<file path="config.mk">
export PLATFORM = sky130hd
export DESIGN_NAME = uart_tx
export DESIGN_NICKNAME = d
export VERILOG_FILES = /design/src/rtl/uart_pkg.sv /design/src/rtl/baud_gen.sv /design/src/rtl/uart_tx.sv
export SDC_FILE = /design/constraint.sdc
export NUM_CORES = 1
export LEC_CHECK = 0
export ABC_AREA = 0
export CAP_MARGIN = 40
export CORE_MARGIN = 4
export CORE_UTILIZATION = 60
export CTS_BUF_LIST = sky130_fd_sc_hd__clkbuf_4 sky130_fd_sc_hd__clkbuf_8 sky130_fd_sc_hd__clkbuf_16
export CTS_CLUSTER_SIZE = 14
export DETAILED_ROUTE_END_ITERATION = 7
export DONT_BUFFER_PORTS = 1
export PLACE_DENSITY_LB_ADDON = 0.08
export SLEW_MARGIN = 20
export SYNTH_ARGS = -nofsm -noshare
export SYNTH_HDL_FRONTEND = slang
export SYNTH_SLANG_ARGS = --single-unit
</file>
<file path="constraint.sdc">
create_clock -name clk -period 2.8 [get_ports clk]
set_clock_uncertainty 0.1 [all_clocks]
set_input_delay 0.28 -clock clk [delete_from_list [all_inputs] [get_ports clk]]
set_output_delay 0.28 -clock clk [all_outputs]
set_load 0.1 [all_outputs]
</file>
<file path="src/rtl/uart_pkg.sv">
// uart_pkg: shared UART state type, frame constants and baud divisor helper
package uart_pkg;
  typedef enum logic [2:0] {IDLE, START, DATA, PARITY, STOP} uart_state_t;
  localparam int UART_DATA_BITS = 8;
  function automatic int uart_divisor(input int clk_hz, input int baud);
    return (clk_hz + baud / 2) / baud;
  endfunction
endpackage

</file>
<file path="src/rtl/baud_gen.sv">
// baud_gen: reloadable bit-period down-counter; tick marks the last clock of a bit
module baud_gen #(
  parameter int DIVISOR = 4
) (
  input  logic clk,
  input  logic rst,
  input  logic i_load,
  input  logic i_en,
  output logic o_tick
);
  localparam int W = $clog2(DIVISOR);
  logic [W-1:0] r_cnt;
  assign o_tick = i_en && (r_cnt == '0);
  always_ff @(posedge clk or negedge rst)
    if (!rst) r_cnt <= '0;
    else if (i_load || o_tick) r_cnt <= W'(DIVISOR - 1);
    else if (i_en) r_cnt <= r_cnt - 1'b1;
endmodule

</file>
<file path="src/rtl/uart_tx.sv">
// uart_tx: one-byte 8N1 serial transmitter, LSB first; define UART_TX_PARITY_EN for 8E1
module uart_tx
  import uart_pkg::*;
#(
  parameter int CLK_HZ  = 50_000_000,
  parameter int BAUD    = 115_200,
  parameter int DIVISOR = uart_divisor(CLK_HZ, BAUD)
) (
  input  logic       clk,
  input  logic       rst,
  input  logic [7:0] tx_byte,
  input  logic       tx_start_n,
  output logic       tx_ready,
  output logic       tx
);
  if (DIVISOR < 2) begin : g_div_chk
    $error("uart_tx: DIVISOR must be >= 2");
  end
  uart_state_t r_state;
  logic        r_start_n_q, r_tx, r_ready;
  logic [7:0]  r_shreg;
  logic [2:0]  r_bit_idx;
`ifdef UART_TX_PARITY_EN
  logic        r_par;
`endif
  logic        w_req, w_load, w_tick;
  // only a falling edge requests, so a decoder holding start_n low cannot retrigger
  assign w_req    = r_start_n_q && !tx_start_n;
  assign w_load   = (r_state == IDLE) && w_req;
  assign tx       = r_tx;
  assign tx_ready = r_ready;
  baud_gen #(.DIVISOR(DIVISOR)) u_baud (
    .clk   (clk),
    .rst   (rst),
    .i_load(w_load),
    .i_en  (r_state != IDLE),
    .o_tick(w_tick)
  );
  always_ff @(posedge clk or negedge rst)
    if (!rst) begin
      r_state     <= IDLE;
      r_start_n_q <= 1'b1;
      r_tx        <= 1'b1;
      r_ready     <= 1'b1;
      r_shreg     <= '0;
      r_bit_idx   <= '0;
`ifdef UART_TX_PARITY_EN
      r_par       <= 1'b0;
`endif
    end else begin
      r_start_n_q <= tx_start_n;
      case (r_state)
        IDLE: if (w_req) begin
          r_state <= START;
          r_shreg <= tx_byte;
          r_tx    <= 1'b0;
          r_ready <= 1'b0;
`ifdef UART_TX_PARITY_EN
          r_par   <= ^tx_byte;
`endif
        end
        START: if (w_tick) begin
          r_state   <= DATA;
          r_bit_idx <= '0;
          r_tx      <= r_shreg[0];
        end
        DATA: if (w_tick) begin
          r_shreg   <= r_shreg >> 1;
          r_bit_idx <= r_bit_idx + 3'd1;
          if (r_bit_idx == 3'(UART_DATA_BITS - 1)) begin
`ifdef UART_TX_PARITY_EN
            r_state <= PARITY;
            r_tx    <= r_par;
`else
            r_state <= STOP;
            r_tx    <= 1'b1;
`endif
          end else r_tx <= r_shreg[1];
        end
`ifdef UART_TX_PARITY_EN
        PARITY: if (w_tick) begin
          r_state <= STOP;
          r_tx    <= 1'b1;
        end
`endif
        STOP: if (w_tick) begin
          r_state <= IDLE;
          r_ready <= 1'b1;
        end
        default: r_state <= IDLE;
      endcase
    end
endmodule

</file>
# Word level (Yosys, flattened, before mapping)
# Cells that the tools add are included.
# W data, S select, Z words.
op_classes:
  muxes: 20
  eq_ne: 9
  add_sub_neg: 2
  reduce_logical: 18
op_table:
  columns: ["cell", "n"]
  rows:
  - ["$mux W3", 6]
  - ["$mux W9", 2]
  - ["$mux W8", 2]
  - ["$pmux W8 S2", 1]
  - ["$pmux W3 S4", 1]
  - ["$logic_not A9 Y1", 1]
  - ["$reduce_and A3 Y1", 3]
  - ["$sub A9 B1 Y9 const B", 1]
  - ["$reduce_bool A2 Y1", 4]
  - ["$eq A3 B3 Y1 const B", 2]
  - ["$ne A2 B1 Y1 const B", 3]
  - ["$pmux W3 S2", 1]
  - ["$reduce_bool A3 Y1", 2]
  - ["$mux W1", 5]
  - ["$reduce_and A5 Y1", 1]
  - ["$ne A2 B2 Y1 const B", 2]
  - ["$reduce_and A4 Y1", 1]
  - ["$add A3 B1 Y3 const B", 1]
  - ["$eq A3 B1 Y1 const B", 1]
  - ["$eq A3 B2 Y1 const B", 1]
  - ["$logic_and A1 B1 Y1", 3]
  - ["$logic_not A3 Y1", 1]
  - ["$pmux W1 S3", 1]
  - ["$pmux W1 S2", 1]
  - ["other kinds (2)", 2]
word_totals:
  out_inout_bits: 2
  in_bits: 11
  register_bits: 26
  word_cells: 56

# Longest topological paths before layout
depth:
  ltp_word: 5
  ltp_mapped: 7
  ltp_nobuf: 6

# By module
# Synthesis repeated with hierarchy kept, for this count alone.
hier_totals:
  hier_cells: 130
  area_unflattened_um2: 1423.9
modules_own_cells:
  columns: ["mod", "seq_area_each_um2", "n_inst", "cells_each", "area_each_um2"]
  rows:
  - ["uart_tx", 429.2, 1, 78, 917.1]
  - ["baud_gen", 225.2, 1, 52, 506.7]

# Worst setup path before layout
# No wires, ideal clock.
synth_timing:
  kind: "flip-flop to flip-flop"
  start: "register u_baud.r_cnt[0]"
  end: "register r_shreg[0]"
  path_buffers: 1
  path_stages_with_launch: 8
  period_less_slack_ns: 2.500
  t_required_ns: 2.575
  t_arrival_ns: 2.276
  setup_slack_ns: 0.300
  setup_ns: 0.125
  cell_sequence: "dfrtp_1 -> inv_1 -> ha_1 -> or3b_2 -> or3_1 -> buf_4 -> o31ai_4 -> mux2_2"
synth_between:
  elab_chain_len: 4
synth_lines:
  columns: ["element", "line", "text"]
  rows:
  - ["start, declared", "baud_gen.sv:12", "logic [W-1:0] r_cnt;"]
  - ["start signal, assigned", "baud_gen.sv:16", "else if (i_load || o_tick) r_cnt <= W'(DIVISOR - 1);"]
  - ["start signal, assigned", "baud_gen.sv:17", "else if (i_en) r_cnt <= r_cnt - 1'b1;"]
  - ["$logic_not A9 Y1", "baud_gen.sv:13", "assign o_tick = i_en && (r_cnt == '0);"]
  - ["$logic_and A1 B1 Y1", "baud_gen.sv:13", null]
  - ["$ne A2 B1 Y1 (no line)", null, null]
  - ["$reduce_and A3 Y1 (no line)", null, null]
  - ["end signal, assigned", "uart_tx.sv:55", "r_shreg <= tx_byte;"]
  - ["end signal, assigned", "uart_tx.sv:68", "r_shreg <= r_shreg >> 1;"]
  - ["end, declared", "uart_tx.sv:21", "logic [7:0] r_shreg;"]
# Every way passes these cells.
# A chain may end at the register's enable or synchronous reset.

# Worst setup path in the final report
layout_timing:
  start: "register u_baud.r_cnt[0]"
  end: "register r_shreg[5]"
# The elaborated chain is that of the path after synthesis.

==> results by group <==
Clock network
  – Sink Count: 26
  – Clk_lat worst skew: 320 ps
  – CTS tree: done
  – Clock slew at reported path FFs: 130 ps
  – Clk buf depth: 2
  – CTS buffer count: 3
  – Post-CTS Setup Bufs: 0
  – CTS Root Cell: clkbuf_4
  – Clock H-tree levels: 1

GRT
  – Antenna violations before repair: 0
  – Vias in the first global route: 1070
  – GRT overflow: 0
  – Largest net degree at the start of global routing: 27
  – First-pass GRT wire length: 4800 um
  – All-Layer GR Usage: 0.192

STA
  – Setup violators final: 0
  – RSZ-0062 raised after global routing: false
  – Fin crit share: 0.933
  – Slew Limit Headroom: 0.544
  – Setup_tns: 0 ps
  – Setup WS post-layout: 189 ps
  – Slew Limit Fails: 0
  – Slew @ Worst Pin: 679 ps
  – Final Hold Viols: 0
  – Max Fclk: 383 MHz
  – Final Critical Period: 2610 ps

Logic synthesis
  – Netlist Area Pre-Place: 1390 um2
  – Yosys Warn Count: 0
  – Top_reg_cell synth: dfrtp_1
  – Async SR Flop Fraction: 1.00
  – Syn nets: 145
  – Syn Area/Cell: 10.6 um2
  – Yosys reg bits: 26
  – Post-synth EDFFs: 0
  – Synth Instances: 131
  – Post-synthesis cell type count: 34
  – Seq/Total Area, Yosys: 0.469

Setup path
  – Required @ worst endpoint: 2920 ps
  – FF-to-FF Start: u_baud.r_cnt[0]
  – CP Capture Type: register
  – Critical path launch point type: register
  – CP arrival: 2730 ps
  – Worst-case reg-to-reg path depth: 6
  – CP max FO: 8
  – R2R Path End: r_shreg[5]
  – Setup slack, reg-to-reg: 190 ps
  – Crit Path Class: reg -> reg

Power
  – Net Sw Frac: 0.352
  – Logic gate share of total power: 0.240
  – Clock share of power: 0.162
  – Max VDD drop: 0.542 mV
  – P_sw: 0.408 mW
  – Pwr/cell area: 770 nW/um2
  – Leakage power: 0.604 nW
  – Overall power: 1.16 mW
  – Pint: 0.750 mW
  – Reg power frac: 0.599

Drt
  – Routed len/inst: 16.8 um
  – Vias: 1029
  – Remaining DRCs: 0
  – DRT Pass-1 Iters: 4
  – Initial DRC Count: 17
  – Antenna Nets Post-Route: 0
  – Via-to-Cell Ratio: 6.31
  – Routed WL: 2730 um

Die
  – Core ar.: 2210 um2
  – Die X: 56.2 um
  – Die Ht: 56.2 um
  – I/O Pins: 13
  – Die footprint: 3160 um2
  – FP Rows: 17
  – Starting Density: 0.630

Job
  – Max_cap viols: 0

Final layout
  – # nets final: 150
  – Layout Area Growth over Synthesis: 7.90%
  – Share of cells above drive strength 1: 0.237
  – Most common cell after layout, fill and taps aside: dfrtp_1
  – Most frequent cells in the layout: 23 x dfrtp_1, 15 x mux2_2, 8 x nor2_1, 8 x nand2_1, 7 x nand3_1
  – Antenna diode count: 0

Min path
  – Hold Path Class: in -> reg
  – Hold path endpoint: r_shreg[0]
  – Hold Path Origin: tx_byte[0]
  – Hold depth: 2

Place
  – Placer Congestion: 0.789
  – I/O Buffers: 0
  – Detailed Place HPWL: 1970 um
  – Place WS: 208 ps

Run status
  – Status: finished, final reports clean
-- per-stage QoR --
stage	instances	instance area (um2)	hold WS [ps]	utilization
after global placement	156	1430	-115	0.645
final	163	1500	126	0.680
after CTS	163	1500	116	0.680
after floorplan	131	1390	-116	-
after detailed placement	156	1430	-115	0.645
after global routing	163	1500	105	0.680
-- layout make-up --
class | instances | area, um2
tap | 28 | 35.0
clock buffer | 4 | 36.3
fill | 188 | 708
inverter | 3 | 11.3
sequential | 26 | 654
multi-input combinational | 95 | 697
timing repair buffer | 7 | 70.1
-- cells by family (layout without fill, tap and decap cells) --
group	count (synthesis)	after routing	synth area share
adder cells (fa/ha/maj)	3	3	0.0269
flip-flops	26	26	0.469
XOR/XNOR	6	6	0.0377
multiplexers	15	15	0.121
AO/OA/AOI/OAI	26	26	0.133
AND/OR/NAND/NOR	45	45	0.181
buffers and inverters	10	14	0.0305
-- flip-flops by register name, summed over array words and instances, names as in the netlist --
register / cells
r_state: 3
r_bit_idx: 3
u_baud.r_cnt: 9
r_shreg: 8
tx_ready: 1
tx: 1
r_start_n_q: 1
-- worst max-delay path, cell delays in order (launching register included) --
cell,delay [ps]
dfrtp_1,440
inv_1,100
ha_1,160
or3b_2,500
or3_1,390
o31ai_4,430
mux2_2,390
-- power by group through the flow --
| stage | Clock [mW] | Sequential, mW | Combinational (mW) |
|---|---|---|---|
| 4_1_cts | 0.195 | 0.689 | 0.281 |
| 2_1_floorplan | 0 | 0.658 | 0.230 |
| 3_5_place_dp | 0 | 0.697 | 0.266 |
| 3_3_place_gp | 0 | 0.690 | 0.251 |
| 6_report | 0.187 | 0.693 | 0.278 |
| 5_1_grt | 0.212 | 0.708 | 0.321 |
-- what timing repair did --
action                    4_1_cts  5_1_grt
hold buffers                    3        0
gates resized for setup         0        0
hold endpoints to repair       27        0
-- routing by layer --
metal,vias to the layer above,wire length (um),track usage
li1,487,-,-
met1,522,1160,0.224
met2,16,1460,0.351
met3,4,80,0.0394
met4,0,28,0.0576
met5,-,0,0
-- how the worst max path moves through the flow --
stage                          startpoint          to  cells after the start  slack, ps
after detailed placement  u_baud.r_cnt[0]  r_shreg[5]                      6        210
final                     u_baud.r_cnt[0]  r_shreg[5]                      6        190
after CTS                 u_baud.r_cnt[0]  r_shreg[5]                      6        190
after floorplan           u_baud.r_cnt[0]  r_shreg[0]                      7        300
after global routing      u_baud.r_cnt[0]  r_shreg[2]                      6        110
after global placement    u_baud.r_cnt[0]  r_shreg[2]                      6        280
-- cell usage after synthesis (2+ instances only) --
master | n | area share
dfrtp_1 | 23 | 0.41
mux2_2 | 15 | 0.12
nand2_1 | 8 | 0.022
nor2_1 | 8 | 0.022
nand3_1 | 7 | 0.025
a21oi_1 | 6 | 0.022
clkbuf_1 | 5 | 0.013
o21ai_0 | 5 | 0.018
o31ai_1 | 4 | 0.022
xor2_1 | 4 | 0.025
a2111oi_0 | 3 | 0.019
dfstp_2 | 3 | 0.057
ha_1 | 3 | 0.027
inv_1 | 3 | 0.0081
nand2b_1 | 3 | 0.013
nand4b_1 | 3 | 0.019
nor2b_1 | 3 | 0.013
nor3_1 | 3 | 0.011
a21o_1 | 2 | 0.011
nor4_1 | 2 | 0.0090
o211ai_1 | 2 | 0.011
or3_1 | 2 | 0.0090
or3b_2 | 2 | 0.013
xnor2_1 | 2 | 0.013
No activity file was read; power rests on OpenSTA's default activity.
